File: config.mk
export PLATFORM = sky130hd
export DESIGN_NAME = enc_8to3_rr
export DESIGN_NICKNAME = d
export VERILOG_FILES = /design/src/rtl/enc_8to3_rr.sv
export SDC_FILE = /design/constraint.sdc
export NUM_CORES = 1
export LEC_CHECK = 0
export BUFFER_PORTS_ARGS = -buffer_cell sky130_fd_sc_hd__buf_2
export CAP_MARGIN = 20
export CORE_ASPECT_RATIO = 1.1
export CORE_UTILIZATION = 57
export CTS_BUF_LIST = sky130_fd_sc_hd__clkbuf_4
export DETAILED_ROUTE_END_ITERATION = 8
export PLACE_DENSITY_LB_ADDON = 0.08
export SKIP_LAST_GASP = 1
export SYNTH_ARGS = -nofsm -noshare
export SYNTH_HDL_FRONTEND = slang
export SYNTH_SLANG_ARGS = --single-unit
export TNS_END_PERCENT = 5
File: constraint.sdc
create_clock -name clk -period 17 [get_ports clk]
set_input_delay 1.7 -clock clk [delete_from_list [all_inputs] [get_ports clk]]
set_output_delay 1.7 -clock clk [all_outputs]
set_load 0.005 [all_outputs]
File: src/rtl/enc_8to3_rr.sv
// rtl/enc_8to3_rr.sv - round-robin 8-to-3 event encoder with pending capture
//
// Ports:
//   clk      in   1  clock, rising edge
//   rst      in   1  asynchronous active-high reset
//   word     in   8  event bits, each set bit captured into pend every edge
//   ready    in   1  consumer accepts a when valid is also high
//   clr_ovf  in   1  synchronous clear of the sticky overflow flag
//   a        out  3  index of the granted pending bit (registered)
//   valid    out  1  a holds an unconsumed index (registered)
//   pend_cnt out  4  popcount of the pending register, 0..8 (registered)
//   ovf      out  1  sticky: an event arrived on an already-pending bit

module enc_8to3_rr (
   input  logic       clk,
   input  logic       rst,
   input  logic [7:0] word,
   input  logic       ready,
   input  logic       clr_ovf,
   output logic [2:0] a,
   output logic       valid,
   output logic [3:0] pend_cnt,
   output logic       ovf
);

   logic [7:0] pend;
   logic [2:0] ptr;

   logic       free;
   logic       sel_found;
   logic [2:0] sel_idx;
   logic [2:0] cand;
   logic       grant;
   logic [7:0] grant_mask;
   logic [7:0] pend_next;
   logic [3:0] cnt_next;
   logic       ovf_set;

   // Output slot can take a new index when empty or being consumed this edge.
   assign free = !valid || ready;

   // Search pend upward from ptr with wrap; the first set bit wins.
   // Selection looks only at pend as it stands before this edge's word merge.
   always_comb begin
      sel_found = 1'b0;
      sel_idx   = 3'd0;
      cand      = 3'd0;
      for (int j = 0; j < 8; j++) begin
         cand = ptr + 3'(j);
         if (!sel_found && pend[cand]) begin
            sel_found = 1'b1;
            sel_idx   = cand;
         end
      end
   end

   assign grant      = free && sel_found;
   assign grant_mask = grant ? (8'd1 << sel_idx) : 8'd0;
   assign pend_next  = (pend & ~grant_mask) | word;

   // A re-arrival on the bit being granted this edge is not a loss: the old
   // event leaves and the new one takes its place.
   assign ovf_set = |(word & pend & ~grant_mask);

   always_comb begin
      cnt_next = 4'd0;
      for (int i = 0; i < 8; i++) begin
         cnt_next = cnt_next + {3'd0, pend_next[i]};
      end
   end

   always_ff @(posedge clk or posedge rst) begin
      if (rst) begin
         pend     <= 8'd0;
         ptr      <= 3'd0;
         a        <= 3'd0;
         valid    <= 1'b0;
         pend_cnt <= 4'd0;
         ovf      <= 1'b0;
      end else begin
         pend     <= pend_next;
         pend_cnt <= cnt_next;

         if (free) begin
            valid <= grant;
            if (grant) begin
               a   <= sel_idx;
               ptr <= sel_idx + 3'd1;
            end
         end

         // Set beats clear when both happen on the same edge.
         if (ovf_set) begin
            ovf <= 1'b1;
         end else if (clr_ovf) begin
            ovf <= 1'b0;
         end
      end
   end

endmodule

# Word level (Yosys, flattened, before mapping)
# Index checks and enable logic that the tools add are counted.
[classes]
n_addsub = 15
n_lt_le_gt_ge = 8
shift = 1
muxes = 35
bitwise = 5
reduce_logical = 20
[op_table]
columns = ["operator", "count"]
rows = [
  ["$lt A3 B4 Y1 const B", 8],
  ["$and A8 B8 Y8", 3],
  ["$bmux W1 S3", 8],
  ["$mux W3", 8],
  ["$mux W1", 18],
  ["$add A4 B1 Y4", 4],
  ["$add A3 B3 Y3 const B", 4],
  ["$logic_and A1 B1 Y1", 8],
  ["$logic_not A1 Y1", 8],
  ["$mux W8", 1],
  ["$not A8 Y8", 1],
  ["$or A8 B8 Y8", 1],
  ["$reduce_or A8 Y1", 1],
  ["$shl A1 B3 Y8 const A", 1],
  ["$add A3 B1 Y3 const B", 2],
  ["$add A3 B2 Y3 const B", 2],
  ["$add A3 B1 Y4", 1],
  ["$add A2 B1 Y3", 1],
  ["$add A1 B1 Y2", 1],
  ["$reduce_and A2 Y1", 1],
  ["$reduce_bool A2 Y1", 1],
  ["$logic_or A1 B1 Y1", 1],
]
[word_totals]
register_bits = 20
input_bits = 12
output_inout_bits = 9
word_cells = 90

# Depth between registers and ports, before layout
[depth]
depth_word = 36
mapped_depth = 26
depth_no_buf = 23

# Worst setup path after synthesis
# Ideal clock, no wire load.
[synth_path]
path_kind = "flip-flop to flip-flop"
start = "register ptr[0]"
end = "register pend_cnt[2]"
setup_ns = 0.123
arrival_time_ns = 6.106
t_required_ns = 16.877
setup_slack_ns = 10.771
path_stages_with_launch = 26
path_buffers = 3
period_less_slack_ns = 6.229
path_cell_list = "dfrtp_1 > buf_6 > clkbuf_1 > inv_1 > ha_1 > buf_2 > mux4_1 > nor2b_1 > nand2b_1 > a211o_1 > a211o_1 > a31o_2 > o221ai_1 > ha_1 > ha_1 > nand2_1 > a21o_1 > fa_1 > inv_1 > fa_1 > fa_1 > inv_1 > ha_1 > inv_1 > fa_1 > xnor2_1"
[synth_between]
elab_cells_between_ends = 66
classes_between = "14 x add/sub; 1 x shift; 33 x mux; 3 x bitwise; 15 x reduce/logical"
[synth_rtl]
columns = ["element", "line", "text"]
rows = [
  ["from (decl)", "27", "logic [2:0] ptr;"],
  ["from (signal assigned)", "88", "ptr <= sel_idx + 3'd1;"],
  ["branches (longest 23 deep; another with $add A3 B1 Y3)", "-", ""],
  ["$mux W3 *", "50", "if (!sel_found && pend[cand]) begin"],
  ["via sel_idx[1]", "31", "logic [2:0] sel_idx;"],
  ["$shl A1 B3 Y8 *", "58", "assign grant_mask = grant ? (8'd1 << sel_idx) : 8'd0;"],
  ["$mux W8 *", "58", ""],
  ["$not A8 Y8 *", "59", "assign pend_next = (pend & ~grant_mask) | word;"],
  ["$and A8 B8 Y8 *", "59", ""],
  ["$or A8 B8 Y8 *", "59", ""],
  ["via pend_next[3]", "35", "logic [7:0] pend_next;"],
  ["$add A3 B1 Y4 *", "68", "cnt_next = cnt_next + {3'd0, pend_next[i]};"],
  ["$add A4 B1 Y4 * (4 in a row)", "68", ""],
  ["via cnt_next[2]", "36", "logic [3:0] cnt_next;"],
  ["to (signal assigned)", "82", "pend_cnt <= cnt_next;"],
  ["to (decl)", "22", "output logic [3:0] pend_cnt,"],
]
# Mark *: on every way through the listed nets, which the timed path passes. The select of a mux whose other input is x is not followed.
# A chain may end at the register's enable or synchronous reset.

# Final worst setup path
# Ends and elaborated chain as after synthesis.

==> flow_summary.json <==
{
  "status": "complete, no violations",
  "design.final.nets": 256,
  "netSwitchingPower_uw": 221.2,
  "tightestPinTransition_ps": 800.3,
  "largest_net_degree_at_the_start_of_global_routing": 22,
  "coreArea_sq_mm": 0.003386,
  "floorplan.rows": 22,
  "firstDrtPassIters": 4,
  "synth_top_family_by_area": "multiplexers",
  "cts.hold.buffers_added": 0,
  "grt_antenna_before_repair": 0,
  "gp_congestion": 0.8847,
  "largest_area_contributor_in_the_synthesized_netlist": "sky130_fd_sc_hd__dfrtp_1",
  "num_antenna_cells": 0,
  "first_pass_grt_wire_length_microns": 7790,
  "area.growth.synth_to_final_pct": 5.163,
  "period_needed_ps": 6829,
  "route.vias.total": 1699,
  "ys_ff_latch": 20,
  "synthMuxAreaShare_pct": 19.11,
  "timing.final.crit_share_pct": 40.17,
  "worstSetupEndpointType": "flop",
  "adder_and_majority_gate_portion_of_the_synthesized_area_pct": 10.69,
  "unrepaired_setup_endpoints_after_global_routing": "false",
  "met3_usage_pct": 1.597,
  "report.final.setup_viol": 0,
  "drt_iter0_markers": 136,
  "data_arrival_critical_path_ps": 7020,
  "power.share.switching_pct": 49.92,
  "yosys-top-cells-area": "sky130_fd_sc_hd__dfrtp_1, sky130_fd_sc_hd__mux4_2, sky130_fd_sc_hd__ha_1, sky130_fd_sc_hd__mux2i_1, sky130_fd_sc_hd__fa_1",
  "share_seq_of_total_power_pct": 23.9,
  "regArea_sq_um": 500.5,
  "power-per-cell-area_mw_per_mm2": 207.0,
  "grt_use_total_pct": 27.36,
  "synth_compound_area_share_pct": 18.62,
  "groute.layer.met2.usage_pct": 47.87,
  "fillerInstances": 292,
  "die_width_microns": 58.98,
  "wire_per_inst_microns": 16.40,
  "path_class": "reg -> reg",
  "number_of_enable_type_register_cells_in_the_synthesized_netlist": 0,
  "irDropWorstVdd_mv": 0.1369,
  "clock_tree.buffer_depth": 2,
  "clock_power_share_pct": 4.8,
  "global_route.usage.met1_pct": 34.30,
  "timing.max_cap.violations": 0,
  "synth-simple-area-share_pct": 17.89,
  "detailed_place_hpwl_microns": 3564,
  "synthXorXnorAreaFrac_pct": 2.151,
  "maxSlewViolCount": 0,
  "path_clk_slew_ps": 100,
  "grt.busiest_layer": "met2",
  "wirelength_microns": 4509,
  "number_of_non_filler_instances_in_the_completed_layout": 275,
  "cts-htree-levels": 1,
  "clock.fmax_mhz": 146.4,
  "syn-mean-instance-area_sq_um": 9.381,
  "final_hold_viol_count": 0,
  "cts_made_buffers": 3,
  "first_global_vias": 1649,
  "path_max_fanout": 21,
  "cts.root.buffer_cell": "sky130_fd_sc_hd__clkbuf_4",
  "timing.slew.headroom_pct": 46.65,
  "numPlacedInstances": 272,
  "timing.hold.ws_ps": 508.1,
  "synth_nets": 244,
  "fp.dieH_microns": 64.68,
  "p_comb_share_pct": 71.3,
  "synth_cells": 217,
  "netlist_area_sq_mm": 0.002036,
  "power_report.internal_total_uw": 221.9,
  "cts_tree": "built",
  "cp_data_required_time_ps": 17190,
  "buffer_ports.inserted": 20,
  "total_power_uw": 443.1,
  "cts_repair_resize_count": 0,
  "start_util_pct": 60.13,
  "clock_skews_ps": 2.750,
  "drc": 0,
  "synth.top_cell.area_share_pct": 24.59,
  "synth_cell_type_count": 53,
  "ant_nets": 0,
  "die-area_sq_mm": 0.003815,
  "setup_total_negative_slack_ps": 0,
  "hold_path_class": "reg -> reg",
  "area_of_combinational_cells_with_multiple_inputs_sq_mm": 0.001394,
  "postSynth.asyncResetShare_pct": 100.0,
  "synth_sequential_area_ratio_pct": 24.59,
  "clkLatencyLatePin_ps": 290,
  "boundaryPins": 21,
  "synth.yosys.warnings": 0,
  "cp-start-kind": "flop",
  "cts_post_setup_buffers_inserted": 0,
  "synth.top_cells.by_count": "sky130_fd_sc_hd__dfrtp_1, sky130_fd_sc_hd__nand2_1, sky130_fd_sc_hd__inv_1",
  "grt.overflow.total": 0,
  "final_layout_size_suffix_gt1_share_pct": 19.82,
  "leakagePower_nw": 0.8439,
  "cts_sinks": 20,
  "vias_per_cell": 6.178,
  "synthFlopType": "sky130_fd_sc_hd__dfrtp_1"
}
## path summary, 6_finish.rpt
path / start / cells past startpoint / slack (ps) / endpoint
worst max-delay path: ptr[0] / 22 / 10170 / pend_cnt[2]
worst min-delay path: a[0] / 1 / 510 / a[0]
worst max register to register: ptr[0] / 22 / 10170 / pend_cnt[2]
worst min register to register: a[0] / 1 / 510 / a[0]
max in group asynchronous: rst / 2 / 15020 / ptr[0]
min in group asynchronous: rst / 2 / 1520 / pend[5]
## power groups by stage
stage	clock, mW	sequential [mW]	combinational (mW)
after detailed placement	0	0.106	0.312
final	0.0214	0.106	0.316
after global routing	0.0239	0.110	0.359
after floorplan	0	0.0799	0.277
after global placement	0	0.105	0.304
after CTS	0.0224	0.105	0.316
## layout make-up
| cell class | instances | area share, % |
|---|---|---|
| multi-input cells | 167 | 65.11 |
| flip-flops and latches | 20 | 23.38 |
| repair buffers | 20 | 4.676 |
| inverters | 17 | 2.981 |
| well taps | 48 | 2.805 |
| clock buffers | 3 | 1.052 |
## sequential cells by signal, summed over array words and instances, names as in the netlist
name	flops
a	3
pend_cnt	4
ovf	1
ptr	3
pend	8
valid	1
## metrics by stage
stage | setup WS (ps) | utilization [%] | area [sq um]
detailed placement | 10230 | 62.56 | 2118
CTS | 10200 | 63.23 | 2141
global placement | 10360 | 62.56 | 2118
finish | 10170 | 63.23 | 2141
global route | 9679 | 63.23 | 2141
floorplan | 10770 | - | 2036
## metal layers
layer / share of wire, % / vias to the layer above
met5: 0 / -
li1: - / 823
met1: 41 / 828
met3: 2.7 / 8
met4: 2.4 / 0
met2: 54 / 40
## critical path, cell delays in order (launching register included)
cell and delay, ps:
sky130_fd_sc_hd__dfrtp_1 820, sky130_fd_sc_hd__inv_1 260, sky130_fd_sc_hd__ha_1 680, sky130_fd_sc_hd__mux4_1 430
sky130_fd_sc_hd__mux2_2 330, sky130_fd_sc_hd__a31oi_4 270, sky130_fd_sc_hd__o21ai_1 160, sky130_fd_sc_hd__nand2b_1 160
sky130_fd_sc_hd__and4_1 200, sky130_fd_sc_hd__a31oi_1 430, sky130_fd_sc_hd__ha_1 270, sky130_fd_sc_hd__ha_1 160
sky130_fd_sc_hd__nand2_1 70, sky130_fd_sc_hd__a21o_1 250, sky130_fd_sc_hd__fa_1 500, sky130_fd_sc_hd__inv_1 40
sky130_fd_sc_hd__fa_1 490, sky130_fd_sc_hd__fa_1 410, sky130_fd_sc_hd__inv_1 70, sky130_fd_sc_hd__ha_1 160
sky130_fd_sc_hd__inv_1 50, sky130_fd_sc_hd__fa_1 370, sky130_fd_sc_hd__xnor2_1 140
## layout by cell type (no fill, tap or decap), types with 8 or more instances in the layout
cell / count
sky130_fd_sc_hd__nand2_1: 20
sky130_fd_sc_hd__mux2i_1: 10
sky130_fd_sc_hd__nand3_1: 11
sky130_fd_sc_hd__ha_1: 11
sky130_fd_sc_hd__nand2b_1: 11
sky130_fd_sc_hd__a21oi_1: 11
sky130_fd_sc_hd__buf_2: 20
sky130_fd_sc_hd__nor2_1: 8
sky130_fd_sc_hd__dfrtp_1: 20
sky130_fd_sc_hd__inv_1: 16
## cells by family (layout without fill, tap and decap cells)
kind of cell             count (synthesis)  in the layout
multiplexers                            26             26
XOR/XNOR                                 5              5
AO/OA/AOI/OAI                           52             52
AND/OR/NAND/NOR                         69             69
flip-flops                              20             20
buffers and inverters                   30             40
adder cells (fa/ha/maj)                 15             15
Power figures use the tool's default switching activity.
